File: config.mk
export PLATFORM = sky130hd
export DESIGN_NAME = if_id_stage
export DESIGN_NICKNAME = d
export VERILOG_FILES = /design/src/rtl/if_id_stage_pkg.sv /design/src/rtl/if_id_stage_sat_counter.sv /design/src/rtl/if_id_stage.sv
export SDC_FILE = /design/constraint.sdc
export NUM_CORES = 1
export LEC_CHECK = 0
export BUFFER_PORTS_ARGS = -buffer_cell sky130_fd_sc_hd__buf_2
export CELL_PAD_IN_SITES_DETAIL_PLACEMENT = 0
export CELL_PAD_IN_SITES_GLOBAL_PLACEMENT = 1
export CORE_AREA = 2 2 170 122
export DETAILED_ROUTE_END_ITERATION = 16
export DIE_AREA = 0 0 172 124
export PLACE_DENSITY = 0.84
export SLEW_MARGIN = 25
export SYNTH_ARGS = -nofsm -noshare
export SYNTH_HDL_FRONTEND = slang
export SYNTH_HIERARCHICAL = 1
export SYNTH_SLANG_ARGS = --single-unit
File: constraint.sdc
create_clock -name Clk -period 3.3 [get_ports Clk]
set_clock_uncertainty 0.2 [all_clocks]
set_input_delay 0.33 -clock Clk [delete_from_list [all_inputs] [get_ports Clk]]
set_output_delay 0.33 -clock Clk [all_outputs]
set_load 0.03 [all_outputs]
File: src/rtl/if_id_stage_pkg.sv
// Shared constants for the fetch stage: NOP encoding, default widths, PC reset and increment.
package if_id_stage_pkg;

  localparam logic [31:0] NOP_INSTR    = 32'h0000_0000;
  localparam int          CTRL_W_DEF   = 9;
  localparam int          CNT_W_DEF    = 16;
  localparam logic [31:0] PC_RESET_DEF = 32'h0000_0000;
  localparam logic [31:0] PC_INC       = 32'd4;

endpackage

File: src/rtl/if_id_stage_sat_counter.sv
// Event counter that sticks at all-ones instead of wrapping.
module sat_counter #(
  parameter int W = 16
) (
  input  logic         Clk,
  input  logic         Rst,
  input  logic         inc,
  output logic [W-1:0] count
);

  logic [W-1:0] count_q;
  logic [W-1:0] count_d;

  always_comb begin
    count_d = count_q;
    if (inc && (count_q != {W{1'b1}})) begin
      count_d = count_q + {{(W-1){1'b0}}, 1'b1};
    end
  end

  always_ff @(posedge Clk or posedge Rst) begin
    if (Rst) begin
      count_q <= '0;
    end else begin
      count_q <= count_d;
    end
  end

  assign count = count_q;

endmodule

File: src/rtl/if_id_stage.sv
// PC, IF/ID register and ID/EX control register with stall, bubble and branch-flush handling.
module if_id_stage
  import if_id_stage_pkg::*;
#(
  parameter logic [31:0] PC_RESET = PC_RESET_DEF,
  parameter int          CTRL_W   = CTRL_W_DEF,
  parameter int          CNT_W    = CNT_W_DEF
) (
  input  logic              Clk,
  input  logic              Rst,
  input  logic              PCWrite,
  input  logic              IF_ID_Write,
  input  logic              nop,
  input  logic              Branch_Taken,
  input  logic [31:0]       Branch_Target,
  input  logic [31:0]       Instr_In,
  input  logic [CTRL_W-1:0] ID_Ctrl_In,
  output logic [31:0]       PC,
  output logic [31:0]       IF_ID_Instr,
  output logic [31:0]       IF_ID_PCPlus4,
  output logic              IF_ID_Valid,
  output logic [CTRL_W-1:0] ID_EX_Ctrl,
  output logic [CNT_W-1:0]  Stall_Count,
  output logic [CNT_W-1:0]  Flush_Count
);

  logic [31:0]       pc_q, pc_d;
  logic [31:0]       instr_q, instr_d;
  logic [31:0]       pcplus4_q, pcplus4_d;
  logic              valid_q, valid_d;
  logic [CTRL_W-1:0] ctrl_q, ctrl_d;
  logic [31:0]       pc_plus4;

  assign pc_plus4 = pc_q + PC_INC;

  // Branch flush takes priority over every stall control.
  always_comb begin
    pc_d = pc_q;
    if (Branch_Taken) begin
      pc_d = Branch_Target;
    end else if (PCWrite) begin
      pc_d = pc_plus4;
    end
  end

  always_comb begin
    instr_d   = instr_q;
    pcplus4_d = pcplus4_q;
    valid_d   = valid_q;
    if (Branch_Taken) begin
      instr_d   = NOP_INSTR;
      pcplus4_d = 32'h0;
      valid_d   = 1'b0;
    end else if (IF_ID_Write) begin
      instr_d   = Instr_In;
      pcplus4_d = pc_plus4;
      valid_d   = 1'b1;
    end
  end

  always_comb begin
    ctrl_d = ID_Ctrl_In;
    if (Branch_Taken || nop) begin
      ctrl_d = '0;
    end
  end

  always_ff @(posedge Clk or posedge Rst) begin
    if (Rst) begin
      pc_q      <= PC_RESET;
      instr_q   <= NOP_INSTR;
      pcplus4_q <= 32'h0;
      valid_q   <= 1'b0;
      ctrl_q    <= '0;
    end else begin
      pc_q      <= pc_d;
      instr_q   <= instr_d;
      pcplus4_q <= pcplus4_d;
      valid_q   <= valid_d;
      ctrl_q    <= ctrl_d;
    end
  end

  // A bubble coinciding with a flush is counted only as a flush.
  sat_counter #(.W(CNT_W)) u_stall_cnt (
    .Clk   (Clk),
    .Rst   (Rst),
    .inc   (nop && !Branch_Taken),
    .count (Stall_Count)
  );

  sat_counter #(.W(CNT_W)) u_flush_cnt (
    .Clk   (Clk),
    .Rst   (Rst),
    .inc   (Branch_Taken),
    .count (Flush_Count)
  );

  assign PC            = pc_q;
  assign IF_ID_Instr   = instr_q;
  assign IF_ID_PCPlus4 = pcplus4_q;
  assign IF_ID_Valid   = valid_q;
  assign ID_EX_Ctrl    = ctrl_q;

endmodule

* Word level (Yosys, flattened, before mapping)
Cells that the tools add are included.
Storage, ports and cells: bits in registers 138, logic and storage cells 28, output and inout bits 138
Cells by class: eq/ne operators 2, multiplexer cells 9, reductions and logical operators 7, add/sub/neg operators 3
Operators by type and width (number):
- 32-bit 2-to-1 mux | 6
- 16-bit by 1-bit adder with 16-bit output (second input constant) | 2
- 32-bit by 3-bit adder with 32-bit output (second input constant) | 1
- 16-bit inequality test (second input constant) | 2
- 9-bit 2-to-1 mux | 1
- 2-bit nonzero test | 2
- 1-bit logical AND | 3
- 1-bit 2-to-1 mux | 2
- 1-bit logical NOT | 1
- 1-bit logical OR | 1

* Longest topological paths before layout
depth in word-level cells 3, mapped depth 8, gate-level depth less buffers 5

* Modules after synthesis
Netlist, hierarchy kept.
By module, submodules not included:
- if_id_stage | cells an instance 523, instances 1, seq. area each 2652.5 um2, area an instance 5200.0 um2
- sat_counter | cells an instance 71, instances 2, seq. area each 400.4 um2, area an instance 805.8 um2

* Worst setup path before layout
OpenSTA, ideal clock, no wires.
path kind flip-flop to flip-flop, from register pc_q[2], in the netlist PC[2], to register pcplus4_q[22], in the netlist IF_ID_PCPlus4[22], data required time 3.001 ns, arrival 2.331 ns, library setup time 0.099 ns, path slack 0.669 ns, cell stages (with the launch flop) 7, path through dfrtp_1 ha_1 nand3_2 or3_1 buf_2 or4_1 a311oi_1
Between the ends: word-level cells in the longest chain between the ends 3
Ends and longest elaborated chain:
- from (decl) | line if_id_stage.sv:27 | logic [31:0] pc_q, pc_d;
- from (signal assigned) | line if_id_stage.sv:76 | pc_q <= pc_d;
- 32-bit by 3-bit adder with 32-bit output | line if_id_stage.sv:34 | assign pc_plus4 = pc_q + PC_INC;
- 32-bit 2-to-1 mux | line if_id_stage.sv:54 | end else if (IF_ID_Write) begin
- 32-bit 2-to-1 mux | line if_id_stage.sv:50 | if (Branch_Taken) begin
- to (signal assigned) | line if_id_stage.sv:78 | pcplus4_q <= pcplus4_d;
- to (decl) | line if_id_stage.sv:29 | logic [31:0] pcplus4_q, pcplus4_d;
No other way between the ends. The select of a mux whose other input is x is not followed. A chain may end at the register's enable or synchronous reset.

* Worst setup path in the final report
from register pc_q[2], in the netlist PC[2], to register pcplus4_q[28], in the netlist IF_ID_PCPlus4[28]
Same word-level chain as after synthesis.

==> results by group <==
Status
  – Status: complete, no violations

Global routing
  – Number of global-route vias before repair: 5859
  – First-pass GRT wire length: 31.58 mm
  – Largest net degree at the start of global routing: 71
  – GRT overflow: 0
  – Initial antenna violation count: 0
  – All-Layer GR Usage: 0.1920

Critical path
  – Critical-path cell list: ha_1 -> nand3_2 -> or3_1 -> or4_1 -> a311oi_1
  – Startpoint types: flop
  – R2R cell count: 5
  – Crit. End Element: flop
  – CP max FO: 21
  – Critical path's slowest cell: or3_1
  – Max incr delay on CP: 0.72 ns
  – Reg-to-reg endpoint: IF_ID_PCPlus4[28]$_DFFE_PP0P_
  – R2R Path Start: PC[2]$_DFFE_PP0N_
  – FF-to-FF setup slack: 0.45 ns
  – Worst path required time: 3.42 ns
  – Critical path's top delay family: simple AND/OR/NAND/NOR gates
  – Data arrival, critical path: 2.97 ns
  – Buf/Inv on CP: 0
  – Crit Path Category: flop to flop

STA
  – Min Tclk post-route: 2.855 ns
  – Fin crit share: 0.8650
  – Slew Limit Fails: 0
  – Worst setup margin: 0.4454 ns
  – Worst-margin pin slew: ~0.68 ns
  – Fmax: 350.3 MHz
  – Setup TNS: 0 ns
  – RSZ-0062 raised after global routing: no
  – Relative slew margins: 0.5446
  – Setup-failing EPs final: 0
  – Hold Vio Cnt, Final: 0
  – Hold slack: 0.01992 ns

Clock network
  – Reg clk slew, reported paths: 0.07 ns
  – Clock Latency Late Sink: 0.42 ns
  – CTS root buf: clkbuf_16
  – Post_cts resized: 0
  – CTS Buffer Depth: 2
  – TritonCTS clock tree: done
  – H-tree levels: 4
  – Clock sinks: ~140
  – CTS Buf Count: 17

Detailed routing
  – Drt drc: 0
  – Final ANT Viol Nets: 0
  – Vias per cell: approximately 5.1
  – Wl on met1: 9.397 mm
  – TritonRoute pass-1 iters: 5
  – WL met3: between 1 and 1.5 mm
  – DRT iter0 DRCs: 457
  – Max Used Layer: met4
  – Routed vias: between 6000 and 7000
  – WL final: a little over 20 mm
  – Metal2 WL: 9.259 mm
  – Drt wl/cell: 16.62 um

Synthesis
  – Synth top area share: 0.5070
  – Leading area contributor after synthesis: dfrtp_1
  – Yosys warnings: 6
  – Synth Flop Type: dfrtp_1
  – Post-synthesis sequential area ratio: 0.5070
  – FF+latch count, synth: 138
  – Synth Area per Inst: 10.24 um2
  – Cells after Synth: 665
  – EDFF count, synth: 0
  – Cell area after synthesis: 6812 um2
  – Top cells by area, synth: dfrtp_1 (51%), mux2i_1 (5.6%), nor2_1 (5.0%)
  – Yosys cell types: 48
  – Syn Nets: roughly 750
  – FFs w/ async S/R, synth: 1.000

Layout
  – Post-layout util: 0.4810
  – Nets: 1019
  – P&R area growth vs syn: 38.28%
  – ANT cells: 0
  – Commonest non-fill, non-tap cell in the layout: buf_2
  – Non-filler cells, final: 1220
  – Share of layout cells above drive strength 1: 0.2989
  – Most frequent cells in the layout: buf_2 (214), dfrtp_1 (138), nor2_1 (90), dlygate4sd3_1 (72), nand2_1 (46)
  – FILL cells: 1831

Min path
  – Hold Crit Depth: 3
  – Class of the worst hold path: input port to flop
  – Hold path start: Instr_In[27]
  – Hold Path Sink: IF_ID_Instr[27]$_DFFE_PP0P_

Die
  – Die X: 172 um
  – Ports: between 200 and 250
  – Die Height: approximately 120 um
  – Row count: between 40 and 50
  – Core area: 19580 um2
  – Starting density of the core: 0.3478
  – Die ar.: 21330 um2

Power
  – Register share of total power: 0.418
  – Power Density: 536.3 nW/um2
  – Switching share of power: 0.3454
  – Peak supply drop: between 300 and 400 uV
  – Int Pwr: 3.307 mW
  – Sw Pwr: 1.745 mW
  – Comb pwr share: 0.227
  – Pleak: 4.442 nW
  – Clock power frac: 0.355

Placed design
  – Place WS: 0.4512 ns
  – Post-placement cell count: 1116
  – Detailed placer's ending HPWL: ~14 mm
  – Placer Congestion: slightly below 0.8
  – Port Buffer Count: between 200 and 250

Job
  – Max cap viols: 0
==> cell usage after synthesis, types with 3 or more instances <==
| cell | instances |
|---|---|
| mux2i_1 | 38 |
| a31oi_1 | 10 |
| nor2_1 | 90 |
| and3_1 | 11 |
| nand2_1 | 46 |
| xor2_1 | 9 |
| xnor2_1 | 35 |
| and4_1 | 10 |
| mux2_2 | 7 |
| o31ai_1 | 16 |
| buf_4 | 3 |
| nor4_1 | 6 |
| clkbuf_1 | 27 |
| nand2b_1 | 3 |
| a211oi_1 | 11 |
| nand3_1 | 26 |
| or3_1 | 14 |
| dfrtp_1 | 138 |
| o21ai_0 | 22 |
| a21oi_1 | 5 |
| and2_1 | 12 |
| nand4_1 | 22 |
| o31a_1 | 4 |
| ha_1 | 3 |
| buf_1 | 7 |
| a311oi_1 | 16 |
| nand4_2 | 4 |
| inv_1 | 7 |
| buf_2 | 5 |
| or4_1 | 25 |
| o211ai_1 | 6 |
==> area by class of cell <==
class / instances / area, um2 / area share
Timing Repair Buffer: 297 / 1899 / 0.2016
Sequential cell: 138 / 3453 / 0.3666
Clock buffer: 20 / 466.7 / 0.04955
Multi-Input combinational cell: 475 / 3137 / 0.3330
Clock inverter: 12 / 91.34 / 0.009697
Tap cell: 270 / 337.8 / 0.03587
Inverter: 8 / 33.78 / 0.003587
==> worst register-to-register path, delay by kind of cell, from the launching register on <==
family | cells | cell delay (ns)
AOI/OAI and AO/OA | 1 | 0.28
adders and majority gates | 1 | 0.29
and+or+nand+nor | 3 | 1.52
DFF | 1 | 0.47
==> through the flow <==
stage          cell area [um2]  total power [mW]
2_1_floorplan             6815             2.828
3_3_place_gp              8140             3.199
3_5_place_dp              8140             3.219
4_1_cts                   9419             5.092
5_1_grt                   9419             5.305
6_report                  9419             5.051
==> worst max-delay path by stage <==
stage                           start                             to  slack, ns  depth (start not counted)
global placement    PC[2]$_DFFE_PP0N_  IF_ID_PCPlus4[26]$_DFFE_PP0P_       0.55                          5
finish              PC[2]$_DFFE_PP0N_  IF_ID_PCPlus4[28]$_DFFE_PP0P_       0.45                          5
floorplan           PC[2]$_DFFE_PP0N_  IF_ID_PCPlus4[22]$_DFFE_PP0P_       0.67                          6
global route        PC[2]$_DFFE_PP0N_  IF_ID_PCPlus4[28]$_DFFE_PP0P_       0.27                          5
CTS                 PC[2]$_DFFE_PP0N_  IF_ID_PCPlus4[28]$_DFFE_PP0P_       0.44                          5
detailed placement  PC[2]$_DFFE_PP0N_  IF_ID_PCPlus4[28]$_DFFE_PP0P_       0.45                          5
==> state kept, by name, indices dropped and copies added (netlist names) <==
signal	cells
IF_ID_Instr	32
IF_ID_PCPlus4	32
PC	32
u_flush_cnt/count	16
u_stall_cnt/count	16
ID_EX_Ctrl	9
IF_ID_Valid	1
==> what timing repair did <==
action / 4_1_cts / 5_1_grt
hold buffers: 72 / 0
setup buffers: 0 / 0
endpoints found under the hold margin: 114 / 0
==> per-layer routing <==
layer | track usage | up-vias
met5 | 0 | -
met4 | 0.04569 | 0
met3 | 0.04703 | 17
met2 | 0.3015 | 229
met1 | 0.2681 | 2992
li1 | - | 2972
==> kinds of logic (layout without fill, tap and decap cells) <==
| family | after synthesis | after routing | synth area share |
|---|---|---|---|
| multiplexers | 45 | 45 | 0.06741 |
| flip-flops | 138 | 138 | 0.5070 |
| buffers and inverters | 52 | 337 | 0.03251 |
| adder cells (fa/ha/maj) | 3 | 3 | 0.005511 |
| AO/OA/AOI/OAI | 93 | 93 | 0.09441 |
| XOR/XNOR | 44 | 44 | 0.05658 |
| AND/OR/NAND/NOR | 290 | 290 | 0.2366 |
==> power groups by stage <==
stage	Clock, mW	Combinational [mW]	Sequential [mW]
3_3_place_gp	0	1.07	2.13
5_1_grt	1.91	1.25	2.14
3_5_place_dp	0	1.09	2.13
6_report	1.79	1.15	2.11
2_1_floorplan	0	0.419	2.41
4_1_cts	1.83	1.15	2.11
No activity file was read; power rests on OpenSTA's default activity.
